**config.mk**
```make
export PLATFORM = sky130hd
export DESIGN_NAME = hazard_scoreboard_flat
export DESIGN_NICKNAME = d
export VERILOG_FILES = /design/src/rtl/mips_hazard_pkg.sv /design/src/rtl/hazard_scoreboard_if.sv /design/src/rtl/hazard_div_tracker.sv /design/src/rtl/hazard_scoreboard.sv /design/src/flat_wrapper.sv
export SDC_FILE = /design/constraint.sdc
export NUM_CORES = 1
export LEC_CHECK = 0
export ABC_AREA = 1
export BUFFER_PORTS_ARGS = -buffer_cell sky130_fd_sc_hd__buf_2
export CAP_MARGIN = 20
export CELL_PAD_IN_SITES_DETAIL_PLACEMENT = 0
export CELL_PAD_IN_SITES_GLOBAL_PLACEMENT = 1
export CORE_MARGIN = 1.5
export CORE_UTILIZATION = 40
export CTS_BUF_LIST = sky130_fd_sc_hd__clkbuf_4
export DETAILED_ROUTE_END_ITERATION = 8
export GPL_ROUTABILITY_DRIVEN = 0
export MAX_ROUTING_LAYER = met4
export PLACE_DENSITY = 0.9
export SETUP_SLACK_MARGIN = 0.4
export SLEW_MARGIN = 5
export SYNTH_ARGS = -nofsm -noshare
export SYNTH_HDL_FRONTEND = slang
export SYNTH_HIERARCHICAL = 1
export SYNTH_SLANG_ARGS = --single-unit
export TNS_END_PERCENT = 100
```
**constraint.sdc**
```tcl
create_clock -name clock -period 3.8 [get_ports clock]
set_input_delay 0.76 -clock clock [delete_from_list [all_inputs] [get_ports clock]]
set_output_delay 0.76 -clock clock [all_outputs]
set_load 0.05 [all_outputs]
```
**src/rtl/mips_hazard_pkg.sv**
```systemverilog
// Shared encodings for the MIPS hazard scoreboard: forwarding selects and
// syscall register numbers.
package mips_hazard_pkg;

  typedef enum logic [1:0] {
    FWD_RF = 2'b00,
    FWD_W  = 2'b01,
    FWD_M  = 2'b10
  } fwd_sel_e;

  localparam int V0_REG_C = 2;
  localparam int A0_REG_C = 4;

endpackage

```
**src/rtl/hazard_scoreboard_if.sv**
```systemverilog
// Pipeline-register view and stage-control outputs of the hazard scoreboard.
interface hazard_scoreboard_if #(
  parameter int REG_W  = 5,
  parameter int PERF_W = 32
);

  logic [REG_W-1:0]  RsD, RtD;
  logic              BranchD, syscallD, MfOpInD, DivD, is_trap, pc_src_d;
  logic [REG_W-1:0]  RsE, RtE, WriteRegE;
  logic              MemtoRegE, RegWriteE, HasDivE, DivStartE;
  logic [REG_W-1:0]  WriteRegM;
  logic              RegWriteM, HasDivM;
  logic [REG_W-1:0]  WriteRegW;
  logic              RegWriteW, HasDivW;

  logic              StallF, StallD, FlushE, FlushD;
  logic [1:0]        ForwardAE, ForwardBE;
  logic              div_busy, stall_timeout;
  logic [PERF_W-1:0] stall_cycles;

  modport master (
    output RsD, RtD, BranchD, syscallD, MfOpInD, DivD, is_trap, pc_src_d,
           RsE, RtE, WriteRegE, MemtoRegE, RegWriteE, HasDivE, DivStartE,
           WriteRegM, RegWriteM, HasDivM, WriteRegW, RegWriteW, HasDivW,
    input  StallF, StallD, FlushE, FlushD, ForwardAE, ForwardBE,
           div_busy, stall_timeout, stall_cycles
  );

  modport slave (
    input  RsD, RtD, BranchD, syscallD, MfOpInD, DivD, is_trap, pc_src_d,
           RsE, RtE, WriteRegE, MemtoRegE, RegWriteE, HasDivE, DivStartE,
           WriteRegM, RegWriteM, HasDivM, WriteRegW, RegWriteW, HasDivW,
    output StallF, StallD, FlushE, FlushD, ForwardAE, ForwardBE,
           div_busy, stall_timeout, stall_cycles
  );

endinterface

```
**src/rtl/hazard_div_tracker.sv**
```systemverilog
// Busy countdown for the multi-cycle divider; a start (re)loads the full latency.
module hazard_div_tracker #(
  parameter int DIV_LATENCY = 32
) (
  input  logic clock,
  input  logic reset,
  input  logic start,
  output logic busy
);

  localparam int CNT_W = $clog2(DIV_LATENCY + 1);

  logic [CNT_W-1:0] div_cnt_q, div_cnt_d;

  always_comb begin
    div_cnt_d = div_cnt_q;
    if (start) begin
      div_cnt_d = CNT_W'(DIV_LATENCY);
    end else if (div_cnt_q != '0) begin
      div_cnt_d = div_cnt_q - CNT_W'(1);
    end
  end

  always_ff @(posedge clock or negedge reset) begin
    if (!reset) begin
      div_cnt_q <= '0;
    end else begin
      div_cnt_q <= div_cnt_d;
    end
  end

  assign busy = (div_cnt_q != '0);

endmodule

```
**src/rtl/hazard_scoreboard.sv**
```systemverilog
// Hazard unit for the 5-stage MIPS core: forwarding, interlocks, divider
// tracking, stall watchdog and stall-cycle counter.
module hazard_scoreboard
  import mips_hazard_pkg::*;
#(
  parameter int REG_W         = 5,
  parameter int DIV_LATENCY   = 32,
  parameter int STALL_TIMEOUT = 1024,
  parameter int PERF_W        = 32,
  parameter int V0_REG        = V0_REG_C,
  parameter int A0_REG        = A0_REG_C
) (
  input logic             clock,
  input logic             reset,
  hazard_scoreboard_if.slave hz
);

  localparam int RUN_W = $clog2(STALL_TIMEOUT + 1);

  logic                lw_stall, branch_stall, syscall_stall, mf_stall, div_stall;
  logic                stall;
  logic                div_busy;
  logic [RUN_W-1:0]    stall_run_q, stall_run_d;
  logic                stall_timeout_q, stall_timeout_d;
  logic [PERF_W-1:0]   stall_cycles_q, stall_cycles_d;

  function automatic fwd_sel_e fwd_sel(
    input logic [REG_W-1:0] src,
    input logic [REG_W-1:0] dst_m,
    input logic             wr_m,
    input logic [REG_W-1:0] dst_w,
    input logic             wr_w
  );
    if (src != '0 && src == dst_m && wr_m) begin
      return FWD_M;
    end else if (src != '0 && src == dst_w && wr_w) begin
      return FWD_W;
    end
    return FWD_RF;
  endfunction

  function automatic logic is_sys_reg(input logic [REG_W-1:0] r);
    return (r == REG_W'(V0_REG)) || (r == REG_W'(A0_REG));
  endfunction

  hazard_div_tracker #(
    .DIV_LATENCY(DIV_LATENCY)
  ) u_div_tracker (
    .clock(clock),
    .reset(reset),
    .start(hz.DivStartE),
    .busy (div_busy)
  );

  always_comb begin
    lw_stall = hz.MemtoRegE && (hz.RtE != '0) &&
               ((hz.RsD == hz.RtE) || (hz.RtD == hz.RtE));

    branch_stall = hz.BranchD && (
      (hz.RegWriteE && (hz.WriteRegE != '0) &&
       ((hz.WriteRegE == hz.RsD) || (hz.WriteRegE == hz.RtD))) ||
      (hz.RegWriteM && (hz.WriteRegM != '0) &&
       ((hz.WriteRegM == hz.RsD) || (hz.WriteRegM == hz.RtD))));

    syscall_stall = hz.syscallD && (
      (hz.RegWriteE && is_sys_reg(hz.WriteRegE)) ||
      (hz.RegWriteM && is_sys_reg(hz.WriteRegM)) ||
      (hz.RegWriteW && is_sys_reg(hz.WriteRegW)));

    mf_stall  = hz.MfOpInD && (hz.HasDivE || hz.HasDivM || hz.HasDivW || div_busy);
    div_stall = hz.DivD && div_busy;

    stall = lw_stall || branch_stall || syscall_stall || mf_stall || div_stall;
  end

  assign hz.StallF    = !stall;
  assign hz.StallD    = !stall;
  assign hz.FlushE    = !stall;
  // A taken branch must not discard the decode slot it is currently holding.
  assign hz.FlushD    = !(hz.is_trap || (hz.pc_src_d && !stall));
  assign hz.ForwardAE = fwd_sel(hz.RsE, hz.WriteRegM, hz.RegWriteM, hz.WriteRegW, hz.RegWriteW);
  assign hz.ForwardBE = fwd_sel(hz.RtE, hz.WriteRegM, hz.RegWriteM, hz.WriteRegW, hz.RegWriteW);
  assign hz.div_busy      = div_busy;
  assign hz.stall_timeout = stall_timeout_q;
  assign hz.stall_cycles  = stall_cycles_q;

  always_comb begin
    stall_run_d     = '0;
    stall_timeout_d = stall_timeout_q;
    stall_cycles_d  = stall_cycles_q;
    if (stall) begin
      stall_run_d = (stall_run_q == RUN_W'(STALL_TIMEOUT)) ? stall_run_q
                                                           : stall_run_q + RUN_W'(1);
      if (stall_cycles_q != '1) begin
        stall_cycles_d = stall_cycles_q + PERF_W'(1);
      end
    end
    // Timeout latches on the edge the run length reaches the limit.
    if (stall_run_d == RUN_W'(STALL_TIMEOUT)) begin
      stall_timeout_d = 1'b1;
    end
  end

  always_ff @(posedge clock or negedge reset) begin
    if (!reset) begin
      stall_run_q     <= '0;
      stall_timeout_q <= 1'b0;
      stall_cycles_q  <= '0;
    end else begin
      stall_run_q     <= stall_run_d;
      stall_timeout_q <= stall_timeout_d;
      stall_cycles_q  <= stall_cycles_d;
    end
  end

endmodule

```
**src/flat_wrapper.sv**
```systemverilog
// flat-port wrapper written by rule: the top's interface ports become plain ports
module hazard_scoreboard_flat import mips_hazard_pkg::*;
#(
  parameter int REG_W         = 5,
  parameter int DIV_LATENCY   = 32,
  parameter int STALL_TIMEOUT = 1024,
  parameter int PERF_W        = 32,
  parameter int V0_REG        = V0_REG_C,
  parameter int A0_REG        = A0_REG_C
)
  (clock, reset, hz_RsD, hz_RtD, hz_BranchD, hz_syscallD, hz_MfOpInD, hz_DivD, hz_is_trap, hz_pc_src_d, hz_RsE, hz_RtE, hz_WriteRegE, hz_MemtoRegE, hz_RegWriteE, hz_HasDivE, hz_DivStartE, hz_WriteRegM, hz_RegWriteM, hz_HasDivM, hz_WriteRegW, hz_RegWriteW, hz_HasDivW, hz_StallF, hz_StallD, hz_FlushE, hz_FlushD, hz_ForwardAE, hz_ForwardBE, hz_div_busy, hz_stall_timeout, hz_stall_cycles);
  hazard_scoreboard_if #(.REG_W(REG_W), .PERF_W(PERF_W)) hz_i ();
  input logic clock;
  input logic reset;
  input wire logic [$bits(hz_i.RsD)-1:0] hz_RsD;
  input wire logic [$bits(hz_i.RtD)-1:0] hz_RtD;
  input wire logic [$bits(hz_i.BranchD)-1:0] hz_BranchD;
  input wire logic [$bits(hz_i.syscallD)-1:0] hz_syscallD;
  input wire logic [$bits(hz_i.MfOpInD)-1:0] hz_MfOpInD;
  input wire logic [$bits(hz_i.DivD)-1:0] hz_DivD;
  input wire logic [$bits(hz_i.is_trap)-1:0] hz_is_trap;
  input wire logic [$bits(hz_i.pc_src_d)-1:0] hz_pc_src_d;
  input wire logic [$bits(hz_i.RsE)-1:0] hz_RsE;
  input wire logic [$bits(hz_i.RtE)-1:0] hz_RtE;
  input wire logic [$bits(hz_i.WriteRegE)-1:0] hz_WriteRegE;
  input wire logic [$bits(hz_i.MemtoRegE)-1:0] hz_MemtoRegE;
  input wire logic [$bits(hz_i.RegWriteE)-1:0] hz_RegWriteE;
  input wire logic [$bits(hz_i.HasDivE)-1:0] hz_HasDivE;
  input wire logic [$bits(hz_i.DivStartE)-1:0] hz_DivStartE;
  input wire logic [$bits(hz_i.WriteRegM)-1:0] hz_WriteRegM;
  input wire logic [$bits(hz_i.RegWriteM)-1:0] hz_RegWriteM;
  input wire logic [$bits(hz_i.HasDivM)-1:0] hz_HasDivM;
  input wire logic [$bits(hz_i.WriteRegW)-1:0] hz_WriteRegW;
  input wire logic [$bits(hz_i.RegWriteW)-1:0] hz_RegWriteW;
  input wire logic [$bits(hz_i.HasDivW)-1:0] hz_HasDivW;
  output wire logic [$bits(hz_i.StallF)-1:0] hz_StallF;
  output wire logic [$bits(hz_i.StallD)-1:0] hz_StallD;
  output wire logic [$bits(hz_i.FlushE)-1:0] hz_FlushE;
  output wire logic [$bits(hz_i.FlushD)-1:0] hz_FlushD;
  output wire logic [$bits(hz_i.ForwardAE)-1:0] hz_ForwardAE;
  output wire logic [$bits(hz_i.ForwardBE)-1:0] hz_ForwardBE;
  output wire logic [$bits(hz_i.div_busy)-1:0] hz_div_busy;
  output wire logic [$bits(hz_i.stall_timeout)-1:0] hz_stall_timeout;
  output wire logic [$bits(hz_i.stall_cycles)-1:0] hz_stall_cycles;
  assign hz_i.RsD = hz_RsD;
  assign hz_i.RtD = hz_RtD;
  assign hz_i.BranchD = hz_BranchD;
  assign hz_i.syscallD = hz_syscallD;
  assign hz_i.MfOpInD = hz_MfOpInD;
  assign hz_i.DivD = hz_DivD;
  assign hz_i.is_trap = hz_is_trap;
  assign hz_i.pc_src_d = hz_pc_src_d;
  assign hz_i.RsE = hz_RsE;
  assign hz_i.RtE = hz_RtE;
  assign hz_i.WriteRegE = hz_WriteRegE;
  assign hz_i.MemtoRegE = hz_MemtoRegE;
  assign hz_i.RegWriteE = hz_RegWriteE;
  assign hz_i.HasDivE = hz_HasDivE;
  assign hz_i.DivStartE = hz_DivStartE;
  assign hz_i.WriteRegM = hz_WriteRegM;
  assign hz_i.RegWriteM = hz_RegWriteM;
  assign hz_i.HasDivM = hz_HasDivM;
  assign hz_i.WriteRegW = hz_WriteRegW;
  assign hz_i.RegWriteW = hz_RegWriteW;
  assign hz_i.HasDivW = hz_HasDivW;
  assign hz_StallF = hz_i.StallF;
  assign hz_StallD = hz_i.StallD;
  assign hz_FlushE = hz_i.FlushE;
  assign hz_FlushD = hz_i.FlushD;
  assign hz_ForwardAE = hz_i.ForwardAE;
  assign hz_ForwardBE = hz_i.ForwardBE;
  assign hz_div_busy = hz_i.div_busy;
  assign hz_stall_timeout = hz_i.stall_timeout;
  assign hz_stall_cycles = hz_i.stall_cycles;
  hazard_scoreboard #(.REG_W(REG_W), .DIV_LATENCY(DIV_LATENCY), .STALL_TIMEOUT(STALL_TIMEOUT), .PERF_W(PERF_W), .V0_REG(V0_REG), .A0_REG(A0_REG)) u_core (.clock(clock), .reset(reset), .hz(hz_i));
endmodule
```
After elaboration in Yosys (flattened, before gate mapping)
Cells that the tools add are included.
{"block": "word_totals", "register_bits": 50, "latchBits": 0, "ram_bits": 0, "rom_bits": 0, "out_inout_bits": 42, "wordCells": 88, "memories": 0}
{"block": "op_classes", "add_sub_neg": 3, "n_mul": 0, "div": 0, "n_lt_le_gt_ge": 0, "eq_ne": 19, "n_shift": 0, "mux": 14, "bitwise_logic": 0, "n_reduce_logical": 48}
{"op": "== test 5 bit", "n": 10}
{"op": "adder 32 x 1 -> 32 bit (second input constant)", "n": 1}
{"op": "!= test 32 bit (second input constant)", "n": 1}
{"op": "== test 11 bit (second input constant)", "n": 2}
{"op": "logical AND 1 bit", "n": 22}
{"op": "two-way mux 11 bit", "n": 2}
{"op": "nonzero test 5 bit", "n": 4}
{"op": "logical OR 1 bit", "n": 17}
{"op": "== test 5 x 2 -> 1 bit (second input constant)", "n": 3}
{"op": "== test 5 x 3 -> 1 bit (second input constant)", "n": 3}
{"op": "two-way mux 2 bit", "n": 6}
{"op": "two-way mux 6 bit", "n": 2}
{"op": "adder 11 x 1 -> 11 bit (second input constant)", "n": 1}
{"op": "nonzero test 6 bit", "n": 1}
{"op": "subtractor 6 x 1 -> 6 bit (second input constant)", "n": 1}
{"op": "two-way mux 1 bit", "n": 4}
{"op": "logical NOT 1 bit", "n": 2}
{"op": "AND reduction 2 bit", "n": 1}
{"op": "nonzero test 2 bit", "n": 1}

Logic depth before layout (Yosys ltp)
Gate-level depths: netlist of the first run.
{"block": "logic_depth", "depth_word": 13, "mapped_depth": 16, "ltp_nobuf": 16}

Modules after synthesis
Netlist of the first run, hierarchy kept.
{"module": "hazard_scoreboard", "n_inst": 1, "cells_per_inst": 554, "area_each_um2": 3696.0, "seq_area_each_um2": 1101.1}
{"module": "hazard_div_tracker", "n_inst": 1, "cells_per_inst": 42, "area_each_um2": 341.6, "seq_area_each_um2": 150.1}

Least setup slack after synthesis of the first run
Ideal clock, no wire load.
{"block": "synth_path", "kind": "input to output", "startpoint": "input port hz_WriteRegM[0]", "endpoint": "output port hz_ForwardAE[0]", "arrival_time_ps": 4552, "path_slack_ps": -1512, "stages": 5, "path_buffers": 1, "cell_sequence": "buf_2 xnor2_1 nand4_1 a2111oi_0 nor2_1"}
{"block": "synth_via", "elab_chain_len": 5, "word_cells_on_any_way": 6}
{"element": "from (decl)", "line": "flat_wrapper.sv:30", "text": "input wire logic [$bits(hz_i.WriteRegM)-1:0] hz_WriteRegM;"}
{"element": "== test 5 bit (*)", "line": "hazard_scoreboard.sv:34", "text": "if (src != '0 && src == dst_m && wr_m) begin"}
{"element": "logical AND 1 bit (*) (2 in series)", "line": "hazard_scoreboard.sv:34"}
{"element": "two-way mux 2 bit or two-way mux 1 bit (tied branches)", "line": "hazard_scoreboard.sv:34"}
{"element": "two-way mux 2 bit (*)", "line": "hazard_scoreboard.sv:39", "text": "return FWD_RF;"}
{"element": "to (decl)", "line": "flat_wrapper.sv:40", "text": "output wire logic [$bits(hz_i.ForwardAE)-1:0] hz_ForwardAE;"}
Every way passes the cells marked *; elsewhere a longest branch is shown, timed or not.

Final worst setup path of the first run
{"block": "layout_path", "startpoint": "register u_core.u_div_tracker.div_cnt_q[1]", "endpoint": "output port hz_FlushE"}
{"block": "layout_via", "elab_chain_len": 6, "word_cells_on_any_way": 7}
{"element": "from (decl)", "line": "hazard_div_tracker.sv:13", "text": "logic [CNT_W-1:0] div_cnt_q, div_cnt_d;"}
{"element": "from (signal assigned)", "line": "hazard_div_tracker.sv:28", "text": "div_cnt_q <= div_cnt_d;"}
{"element": "nonzero test 6 bit (*)", "line": "hazard_div_tracker.sv:32", "text": "assign busy = (div_cnt_q != '0);"}
{"element": "logical OR 1 bit", "line": "hazard_scoreboard.sv:70", "text": "mf_stall = hz.MfOpInD && (hz.HasDivE || hz.HasDivM || hz.HasDivW || div_busy);"}
{"element": "logical AND 1 bit", "line": "hazard_scoreboard.sv:70"}
{"element": "logical OR 1 bit", "line": "hazard_scoreboard.sv:73", "text": "stall = lw_stall || branch_stall || syscall_stall || mf_stall || div_stall;"}
{"element": "logical OR 1 bit (*)", "line": "hazard_scoreboard.sv:73"}
{"element": "logical NOT 1 bit (*)", "line": "hazard_scoreboard.sv:78", "text": "assign hz.FlushE = !stall;"}
{"element": "to (decl)", "line": "flat_wrapper.sv:38", "text": "output wire logic [$bits(hz_i.FlushE)-1:0] hz_FlushE;"}
Marks and branches as above.

==> metrics.md, run 1 <==
| Metric | Value |
|---|---|
| Initial antenna violation count | `0` |
| Syn_area_per_cell | `6.77 um2` |
| Slew @ Worst Pin | `roughly 700 ps` |
| Clock buffer depth | `2` |
| Worst endpoint required time | `3040 ps` |
| Cell area after synthesis | `about 4000 um2` |
| Post-DP HPWL | `8.62 mm` |
| Area growth, synth to finish | `16.8%` |
| Detail Route Antenna Nets | `0` |
| Slew Limit Fails | `0` |
| Share of the clock period used by the worst path | `approximately 84%` |
| Pin count of the biggest net entering global routing | `31` |
| Die Footprint | `10,700 um2` |
| Worst Clk Skew | `approximately 13 ps` |
| CTS sink cnt | `50` |
| CTS tree | `yes` |
| Achievable Freq | `around 320 MHz` |
| R2R setup slack | `approximately 1200 ps` |
| Commonest non-fill, non-tap cell in the layout | `nand2_1` |
| Clk_lat worst skew | `roughly 360 ps` |
| Layout cells sized above 1 | `a little over a fifth` |
| Starting Density | `41.3%` |
| H-Tree Depth | `2` |
| Unrepaired setup endpoints after global routing | `false` |
| Number of fill cells | `1,021` |
| Max_cap viols | `0` |
| #FFs+latches synth | `50` |
| Crit path kind | `flop to output port` |
| Vias per cell | `roughly 5.0` |
| Nets | `745` |
| Status | `completed` |
| Setup TNS | `0 ps` |
| Wirelength per Cell | `~13 um` |
| Slew margin rel. | `a little over half` |
| PortBufs | `a little over 90` |
| Tmin final | `between 3000 and 4000 ps` |
| Global-route wire length before repair | `roughly 18 mm` |
| Clock root cell | `clkbuf_4` |
| Die W | `103 um` |
| Final setup vio count | `0` |
| Hold Vio Cnt, Final | `0` |
| Core area | `slightly below 10,000 um2` |
| Fin util | `48.2%` |
| # diodes | `0` |
| Hold Path Class | `input port to async pin` |
| Die Y | `between 100 and 150 um` |
| Pleak | `0.00248 uW` |
| Total power | `between 1500 and 2000 uW` |
| CTS Hold Bufs | `0` |
| Iteration-0 DRC Markers | `about 220` |
| Pre-antenna DRT Iters | `5` |
| WL final | `approximately 11 mm` |
| Worst-path fanout max | `8` |
| Vias | `roughly 4,000` |
| Seq/Total Area, Yosys | `between 30% and 40%` |
| Rows | `36` |
| Data arrival, critical path | `~2400 ps` |
| Vias in the first global route | `about 3,800` |
| Synthesis warning total | `6` |
| Num ports | `93` |
| CP Capture Type | `output port` |
| Num CTS Buffers | `5` |
| Post-synthesis cell count | `around 600` |
| Type of element launching the critical path | `flop` |
| Worst IR drop on VDD | `approximately 0.43 mV` |
| Most frequent cells in the layout | `195 x nand2_1, 89 x buf_2, 73 x inv_1` |
| Distinct cells, synth | `38` |
| DRC viols | `0` |
| Final global-route overflow total | `0` |
| Total track usage | `about 22%` |
| Pwr Density | `roughly 400 nW/um2` |
| Synthesized Nets | `approximately 650` |
| Clock-pin slew on the worst setup and hold paths | `140 ps` |
-- layout make-up --
cell class / instances / area [um2] / share of cell area (%)
clock inverters: 2 / 8.76 / 0.186
clock buffers: 6 / 45.0 / 0.955
well taps: 133 / 166 / 3.53
multi-input cells: 453 / 2430 / 51.5
repair buffers: 96 / 498 / 10.6
inverters: 83 / 315 / 6.69
flip-flops and latches: 50 / 1250 / 26.5
-- where the power goes --
group | switching [uW] | internal, uW
combinational | 620 | 273
sequential | 135 | 632
clock | 165 | 77.1
-- state kept, by name, summed over array words and instances (netlist names) --
signal	flops
u_core/stall_run_q	11
u_core/hz.stall_cycles	32
u_core/hz.stall_timeout	1
u_core/u_div_tracker/div_cnt_q	6
-- synth_stat cells, drive strengths merged --
cell type	instances	share of area, %
a2111oi	1	0.22
ha	5	1.5
clkinv	1	0.093
inv	82	7.6
o22ai	3	0.46
nand2	199	19
clkbuf	1	0.12
a31o	1	0.22
mux2i	1	0.25
buf	9	1.5
xnor2	19	4.1
or2	1	0.16
a21oi	13	1.6
xor2	31	8.0
nor4	7	1.1
nand3	30	4.0
a21boi	1	0.19
dfrtp	50	31
o2111ai	2	0.43
o21ai	19	2.4
nand3b	1	0.19
nor3	21	2.9
nand4	21	3.3
o21bai	1	0.19
o41ai	2	0.43
nor2	74	8.7
-- kinds of logic (layout without fill, tap and decap cells) --
kind of cell	Yosys count	count (layout)	synth area share [%]
XOR/XNOR	50	50	12.1
multiplexers	1	1	0.248
buffers and inverters	93	187	9.39
flip-flops	50	50	31.0
AND/OR/NAND/NOR	354	354	39.6
AO/OA/AOI/OAI	43	43	6.11
adder cells (fa/ha/maj)	5	5	1.55
-- worst paths after layout --
kind	startpoint	end	cells after the start
max in group asynchronous	reset	u_core/stall_run_q[1]	2
max reg2reg	u_core/u_div_tracker/div_cnt_q[1]	u_core/hz.stall_cycles[2]	15
max	u_core/u_div_tracker/div_cnt_q[1]	hz_FlushE	13
min reg2reg	u_core/hz.stall_timeout	u_core/hz.stall_timeout	2
min in group clock	u_core/hz.stall_timeout	u_core/hz.stall_timeout	2
min	reset	u_core/stall_run_q[4]	1
-- routing by layer --
metal,vias to the layer above,wire [um],GRT usage [%]
li1,2066,-,-
met1,1881,5060,29.7
met2,133,4970,33.8
met3,15,604,2.82
met4,0,136,5.51
met5,-,0,-
-- worst max-delay path, cell delays in order, from the launching register on --
cell,delay (ps)
dfrtp_1,420
inv_1,110
ha_2,220
nand3_4,130
nand2_1,80
inv_1,30
o21ai_0,130
inv_1,80
a21oi_1,170
nand2_1,90
inv_2,130
nand2_8,90
clkinvlp_4,150
buf_4,220
-- metrics by stage --
stage / instances / hold WS, ps / setup WS [ps] / instance area, um2
finish: 823 / 425 / 626 / 4710
CTS: 820 / 444 / 362 / 4670
detailed placement: 812 / 449 / 735 / 4620
global route: 823 / 455 / 393 / 4710
floorplan: 596 / 464 / 311 / 4050
global placement: 812 / 445 / 692 / 4620
-- what timing repair did --
action,CTS,global route
gates resized for setup,0,10
hold endpoints to repair,0,0
cloned,0,0
buffers inserted,0,3
setup endpoints to repair,3,4
(Power assumes the default switching activity.)
==> inputs of run 2 (changes only) <==
- CORE_UTILIZATION: 40 -> 36
- PLACE_DENSITY: 0.9 -> 0.86
- clock period: 3.8 -> 2.6 ns (I/O delays scaled with it)
==> run 2 against run 1 <==
Net effect:
- total power rose by 59%
- wire length rose by 8.4%
- setup slack got worse by 600 ps
- core utilization barely moved
- combinational power rose by 75%
- clock skew rose by 6.4 ps
- via count rose by 3.7%
- final cell count rose by 3.6%
- critical endpoint is now hz_FlushD
- largest power group unchanged
==> metrics.md, run 2 (synthesis results as in run 1) <==
| Metric | Value |
|---|---|
| Most frequent cell on the critical path | `inv_2` |
| Worst endpoint required time | `between 2000 and 2500 ps` |
| Total power | `about 3000 uW` |
| WL final | `11.7 mm` |
| Die Y | `about 110 um` |
| Max_cap viols | `0` |
| Clock buffer depth | `2` |
| Internal power | `between 1500 and 2000 uW` |
| R2R Path Start | `u_core/u_div_tracker/div_cnt_q[1]` |
| CP peak stage delay | `about 430 ps` |
| Grt met3 use | `3.11%` |
| Commonest non-fill, non-tap cell in the layout | `nand2_1` |
| Clock-pin slew on the worst setup and hold paths | `150 ps` |
| # diodes | `0` |
| Routing usage on met1 | `between 20% and 30%` |
| Die W | `approximately 110 um` |
| Number of fill cells | `roughly 1,100` |
| Num CTS Buffers | `5` |
| DRC viols | `0` |
| Post-DP HPWL | `between 8 and 9 mm` |
| Core area | `10,900 um2` |
| Pre-antenna DRT Iters | `9` |
| Hold Vio Cnt, Final | `0` |
| Detail Route Antenna Nets | `0` |
| Worst IR drop on VDD | `0.496 mV` |
| Crit path kind | `flop to output port` |
| Slew Limit Fails | `0` |
| Vias in the first global route | `3,929` |
| Clk_lat worst skew | `~360 ps` |
| Tmin final | `2570 ps` |
| GR met2 Demand/Resource | `between 30% and 40%` |
| Pwr Density | `around 580 nW/um2` |
| Global route hottest layer | `met2` |
| Pin count of the biggest net entering global routing | `24` |
| Die Footprint | `between 10,000 and 15,000 um2` |
| Sequential share of power | `37.2%` |
| R2R cell count | `16` |
| CTS sink cnt | `50` |
| Hold_sp | `hz_DivStartE` |
| Max reg flops | `32` |
| Global-route wire length before repair | `roughly 18 mm` |
| Final global-route overflow total | `0` |
| Most frequent cells in the layout | `192 x nand2_1, 77 x buf_2, 71 x inv_1` |
| Iteration-0 DRC Markers | `around 270` |
| Data arrival, critical path | `between 2000 and 2500 ps` |
| Total track usage | `roughly a fifth` |
| Unrepaired setup endpoints after global routing | `true` |
| Type of element launching the critical path | `flop` |
| Hold Path Class | `input port to flop` |
| CP Capture Type | `output port` |
| Final setup vio count | `0` |
| Share of the clock period used by the worst path | `around 99%` |
| Num ports | `93` |
| Worst Clk Skew | `slightly below 20 ps` |
| H-Tree Depth | `2` |
| Cell Chain, Critical Path | `inv_2, ha_4, nand3_4, nand2_1, inv_1, o21ai_1, inv_1, a21oi_2, nand2_1, inv_2, a31o_4, inv_2, buf_6` |
| Status | `completed` |
| Wirelength per Cell | `roughly 14 um` |
| Starting Density | `~37%` |
| Worst path slowest cell | `dfrtp_1` |
| Vias per cell | `4.98` |
| Psw | `about 1400 uW` |
| Sequential cell area | `between 1000 and 1500 um2` |
| Nets | `768` |
| Setup TNS | `0 ps` |
| Slew @ Worst Pin | `approximately 630 ps` |
| Clock Power Share | `11.5%` |
| Worst Setup SP | `u_core/u_div_tracker/div_cnt_q[1]` |
| Worst-path fanout max | `4` |
| Vias | `roughly 4,200` |
| Clock root cell | `clkbuf_4` |
| PortBufs | `92` |
| Switching share of power | `about 47%` |
| Rows | `38` |
| Layout cells sized above 1 | `a little over a quarter` |
| Hold Path Stages | `4` |
| Achievable Freq | `between 300 and 400 MHz` |
| CTS tree | `yes` |
| Initial antenna violation count | `0` |
| Area of the multi-input gates | `2570 um2` |
| Slew margin rel. | `58.0%` |
| Comb power frac | `approximately half` |
| Area growth, synth to finish | `30.0%` |
| Pleak | `roughly 0.0027 uW` |
## run 2: cell count changes in the layout (fill, tap and decap cells not counted), moves of 4 or more
| cell | previous run | this run |
|---|---|---|
| buf_6 | 0 | 8 |
| buf_12 | 0 | 7 |
| buf_4 | 7 | 20 |
| xnor2_2 | 0 | 4 |
| xnor2_1 | 19 | 15 |
| buf_2 | 89 | 77 |
## run 2: power by group through the flow
stage,combinational (uW),clock (uW),sequential (uW)
2_1_floorplan,743,0,1380
3_3_place_gp,1300,0,1130
3_5_place_dp,1330,0,1140
4_1_cts,1440,368,1110
5_1_grt,1700,404,1150
6_report,1560,349,1130
## run 2: per-layer routing
metal  share of wire [%]  vias up
met3                 5.6        8
met4                0.81        0
met2                  48      131
li1                    -     2116
met5                   0        -
met1                  45     1993
## run 2: cell type report
| class | instances | area share (%) |
|---|---|---|
| clock buffer | 5 | 0.715 |
| clock inverter | 3 | 0.310 |
| inverter | 83 | 6.27 |
| multi-input combinational | 453 | 48.9 |
| sequential | 50 | 23.9 |
| tap | 140 | 3.34 |
| timing repair buffer | 119 | 16.6 |
## run 2: repair_timing
item | 4_1_cts | 5_1_grt
gates cloned | 0 | 2
endpoints found under the setup margin | 26 | 37
endpoints found under the hold margin | 5 | 0
resized for setup | 23 | 45
pin swaps | 2 | 14
hold buffers | 1 | 0
buffers inserted | 12 | 7
## run 2: path summary, 6_finish.rpt
kind	end	slack [ps]
worst max register to register	u_core/hz.stall_cycles[19]	430
worst min-delay path	u_core/u_div_tracker/div_cnt_q[1]	410
worst min register to register	u_core/hz.stall_timeout	480
worst max-delay path	hz_FlushD	30
min in group asynchronous	u_core/stall_run_q[3]	520
max in group asynchronous	u_core/u_div_tracker/div_cnt_q[2]	1540
## run 2: critical path: cells and delay by family (launching register included)
| family | cells | cell delay, ps |
|---|---|---|
| AOI/OAI and AO/OA | 3 | 410 |
| adders and majority gates | 1 | 140 |
| buffers and inverters | 6 | 490 |
| DFF | 1 | 430 |
| and+or+nand+nor | 3 | 220 |
## run 2: through the flow
stage	utilization, %	cell area, um2	hold slack, ps	instances	worst slack (ps)
floorplan	-	4190	224	596	134
global placement	43.6	4740	369	823	138
detailed placement	43.6	4740	369	823	151
CTS	45.7	4980	388	844	20.0
global route	48.2	5250	409	853	-160
finish	48.2	5250	409	853	25.4
==> inputs of run 3 (changes only) <==
- CORE_UTILIZATION: 36 -> 35
- CTS_BUF_LIST: sky130_fd_sc_hd__clkbuf_4 -> default
- PLACE_DENSITY: 0.86 -> 0.84
==> run 3 against run 2 <==
Net effect:
- sequential share of layout area is 0.48 points lower
- final cell count is 1.2% higher
- clock power is 110% higher
- largest power group unchanged
==> metrics.md, run 3 (synthesis results as in run 1) <==
| Metric | Value |
|---|---|
| Status | `completed` |
| Final setup vio count | `0` |
| Sequential share of power | `approximately 32%` |
| R2R cell count | `19` |
| Worst endpoint required time | `2770 ps` |
| Worst Clk Skew | `roughly 5.4 ps` |
| H-Tree Depth | `2` |
| Reg2reg end | `u_core/u_div_tracker/div_cnt_q[5]` |
| Starting Density | `between 30% and 40%` |
| Sequential cell area | `approximately 1300 um2` |
| Unrepaired setup endpoints after global routing | `true` |
| R2R setup slack | `around 120 ps` |
| # diodes | `0` |
| Total track usage | `20.0%` |
| CP Capture Type | `flop` |
| Core area | `around 11,000 um2` |
| Tmin final | `~2500 ps` |
| Area of the multi-input gates | `between 2000 and 3000 um2` |
| CTS Hold Bufs | `0` |
| Die Footprint | `approximately 12,000 um2` |
| CP peak stage delay | `about 400 ps` |
| Comb power frac | `between 40 and 50%` |
| Setup TNS | `0 ps` |
| Worst path slowest cell | `dfrtp_1` |
| Clock-pin slew on the worst setup and hold paths | `about 70 ps` |
| Hold Path Class | `input port to async pin` |
| Clk_lat worst skew | `approximately 280 ps` |
| Global-route wire length before repair | `19.9 mm` |
| Num CTS Buffers | `5` |
| Data arrival, critical path | `2650 ps` |
| Cell Chain, Critical Path | `inv_2, ha_4, nand3_4, buf_4, buf_6, buf_6, buf_6, buf_6, buf_6, buf_6, buf_6, buf_4, buf_4, buf_4, buf_4, buf_6, buf_6, nand2_2, nand2_1` |
| WL final | `roughly 12 mm` |
| Commonest non-fill, non-tap cell in the layout | `nand2_1` |
| Slew @ Worst Pin | `590 ps` |
| Slew margin rel. | `about three fifths` |
| Initial antenna violation count | `0` |
| Most frequent cell on the critical path | `buf_6` |
| PortBufs | `92` |
| Most frequent cells in the layout | `192 x nand2_1, 82 x buf_2, 70 x inv_1` |
| Share of the clock period used by the worst path | `95.3%` |
| Worst-path fanout max | `3` |
| Internal power | `about 2000 uW` |
| DRC viols | `0` |
| CTS tree | `yes` |
| Rows | `39` |
| Vias per cell | `5.00` |
| Num ports | `93` |
| Iteration-0 DRC Markers | `between 200 and 300` |
| Switching share of power | `roughly 43%` |
| Wirelength per Cell | `14.1 um` |
| Hold Vio Cnt, Final | `0` |
| Pleak | `roughly 0.0027 uW` |
| Crit-path leading delay family | `buffers and inverters` |
| Type of element launching the critical path | `flop` |
| CP bufs+invs | `15` |
| R2R Path Start | `u_core/u_div_tracker/div_cnt_q[1]` |
| Post-DP HPWL | `about 9 mm` |
| Clock buffer depth | `2` |
| Slew Limit Fails | `0` |
| Crit path kind | `flop to flop` |
| Worst IR drop on VDD | `between 0.5 and 0.6 mV` |
| Achievable Freq | `roughly 400 MHz` |
| Area growth, synth to finish | `33.0%` |
| Hold_ws | `163 ps` |
| Detail Route Antenna Nets | `0` |
| Vias in the first global route | `approximately 4,200` |
| Max_cap viols | `0` |
| Pwr Density | `roughly 650 nW/um2` |
| Die Y | `approximately 110 um` |
| Number of fill cells | `between 1,000 and 1,500` |
| Final global-route overflow total | `0` |
| Nets | `775` |
| Die W | `~110 um` |
| Worst path depth | `19` |
| Clock Power Share | `between 20% and 30%` |
| Pre-antenna DRT Iters | `5` |
| Pin count of the biggest net entering global routing | `20` |
| Layout cells sized above 1 | `a little over a quarter` |
| CTS sink cnt | `50` |
| Max reg flops | `32` |
| Clock root cell | `clkbuf_16` |
| Psw | `1500 uW` |
| Vias | `4,315` |
-- run 3: changes by cell type in the layout (fill, tap and decap cells not counted), sizes merged --
cell,delta
buf,+10
bufinv,+1
clkinv,-1
clkinvlp,-1
dlygate4sd3,-1
inv,-1
-- run 3: worst max-delay path by stage --
stage                                           start                           endpoint  slack (ps)
global route        u_core/u_div_tracker/div_cnt_q[1]                          hz_FlushD          50
floorplan                             hz_WriteRegM[4]                    hz_ForwardAE[0]         130
detailed placement  u_core/u_div_tracker/div_cnt_q[0]                          hz_FlushE         150
global placement                      hz_WriteRegE[1]                          hz_FlushE         180
CTS                 u_core/u_div_tracker/div_cnt_q[0]                          hz_FlushD         100
finish              u_core/u_div_tracker/div_cnt_q[1]  u_core/u_div_tracker/div_cnt_q[5]         120
-- run 3: through the flow --
step	instance area, um2	power (uW)	cells	util (%)	setup slack, ps
global placement	4770	2440	826	42.2	180
floorplan	4190	2130	596	-	134
finish	5370	3490	863	47.4	122
global route	5370	3710	863	47.4	52.6
CTS	5200	3380	857	46.0	103
detailed placement	4770	2480	826	42.2	148
-- run 3: what timing repair did --
action | CTS | global route
pin swaps | 10 | 10
gates resized for setup | 29 | 32
endpoints found under the hold margin | 0 | 0
buffers inserted | 23 | 5
cloned | 0 | 1
setup endpoints to repair | 15 | 39
-- run 3: final cells by class --
class,instances,area share (%)
Clock inverter,1,0.559
Inverter,83,6.22
Multi-Input combinational cell,453,47.6
Sequential cell,50,23.4
Clock buffer,7,2.47
Timing Repair Buffer,126,16.5
Tap cell,143,3.33
-- run 3: power by group through the flow --
stage	combinational [uW]	clock, uW	sequential, uW
after floorplan	743	0	1380
after global placement	1320	0	1130
final	1630	729	1130
after CTS	1510	751	1120
after global routing	1760	788	1160
after detailed placement	1340	0	1130
-- run 3: layer usage --
layer	GRT usage [%]	routed length [um]	part of all wire, %
met3	2.69	663	5.5
met1	25.8	5320	44
met5	-	0	0
met2	33.4	5970	49
met4	5.04	182	1.5
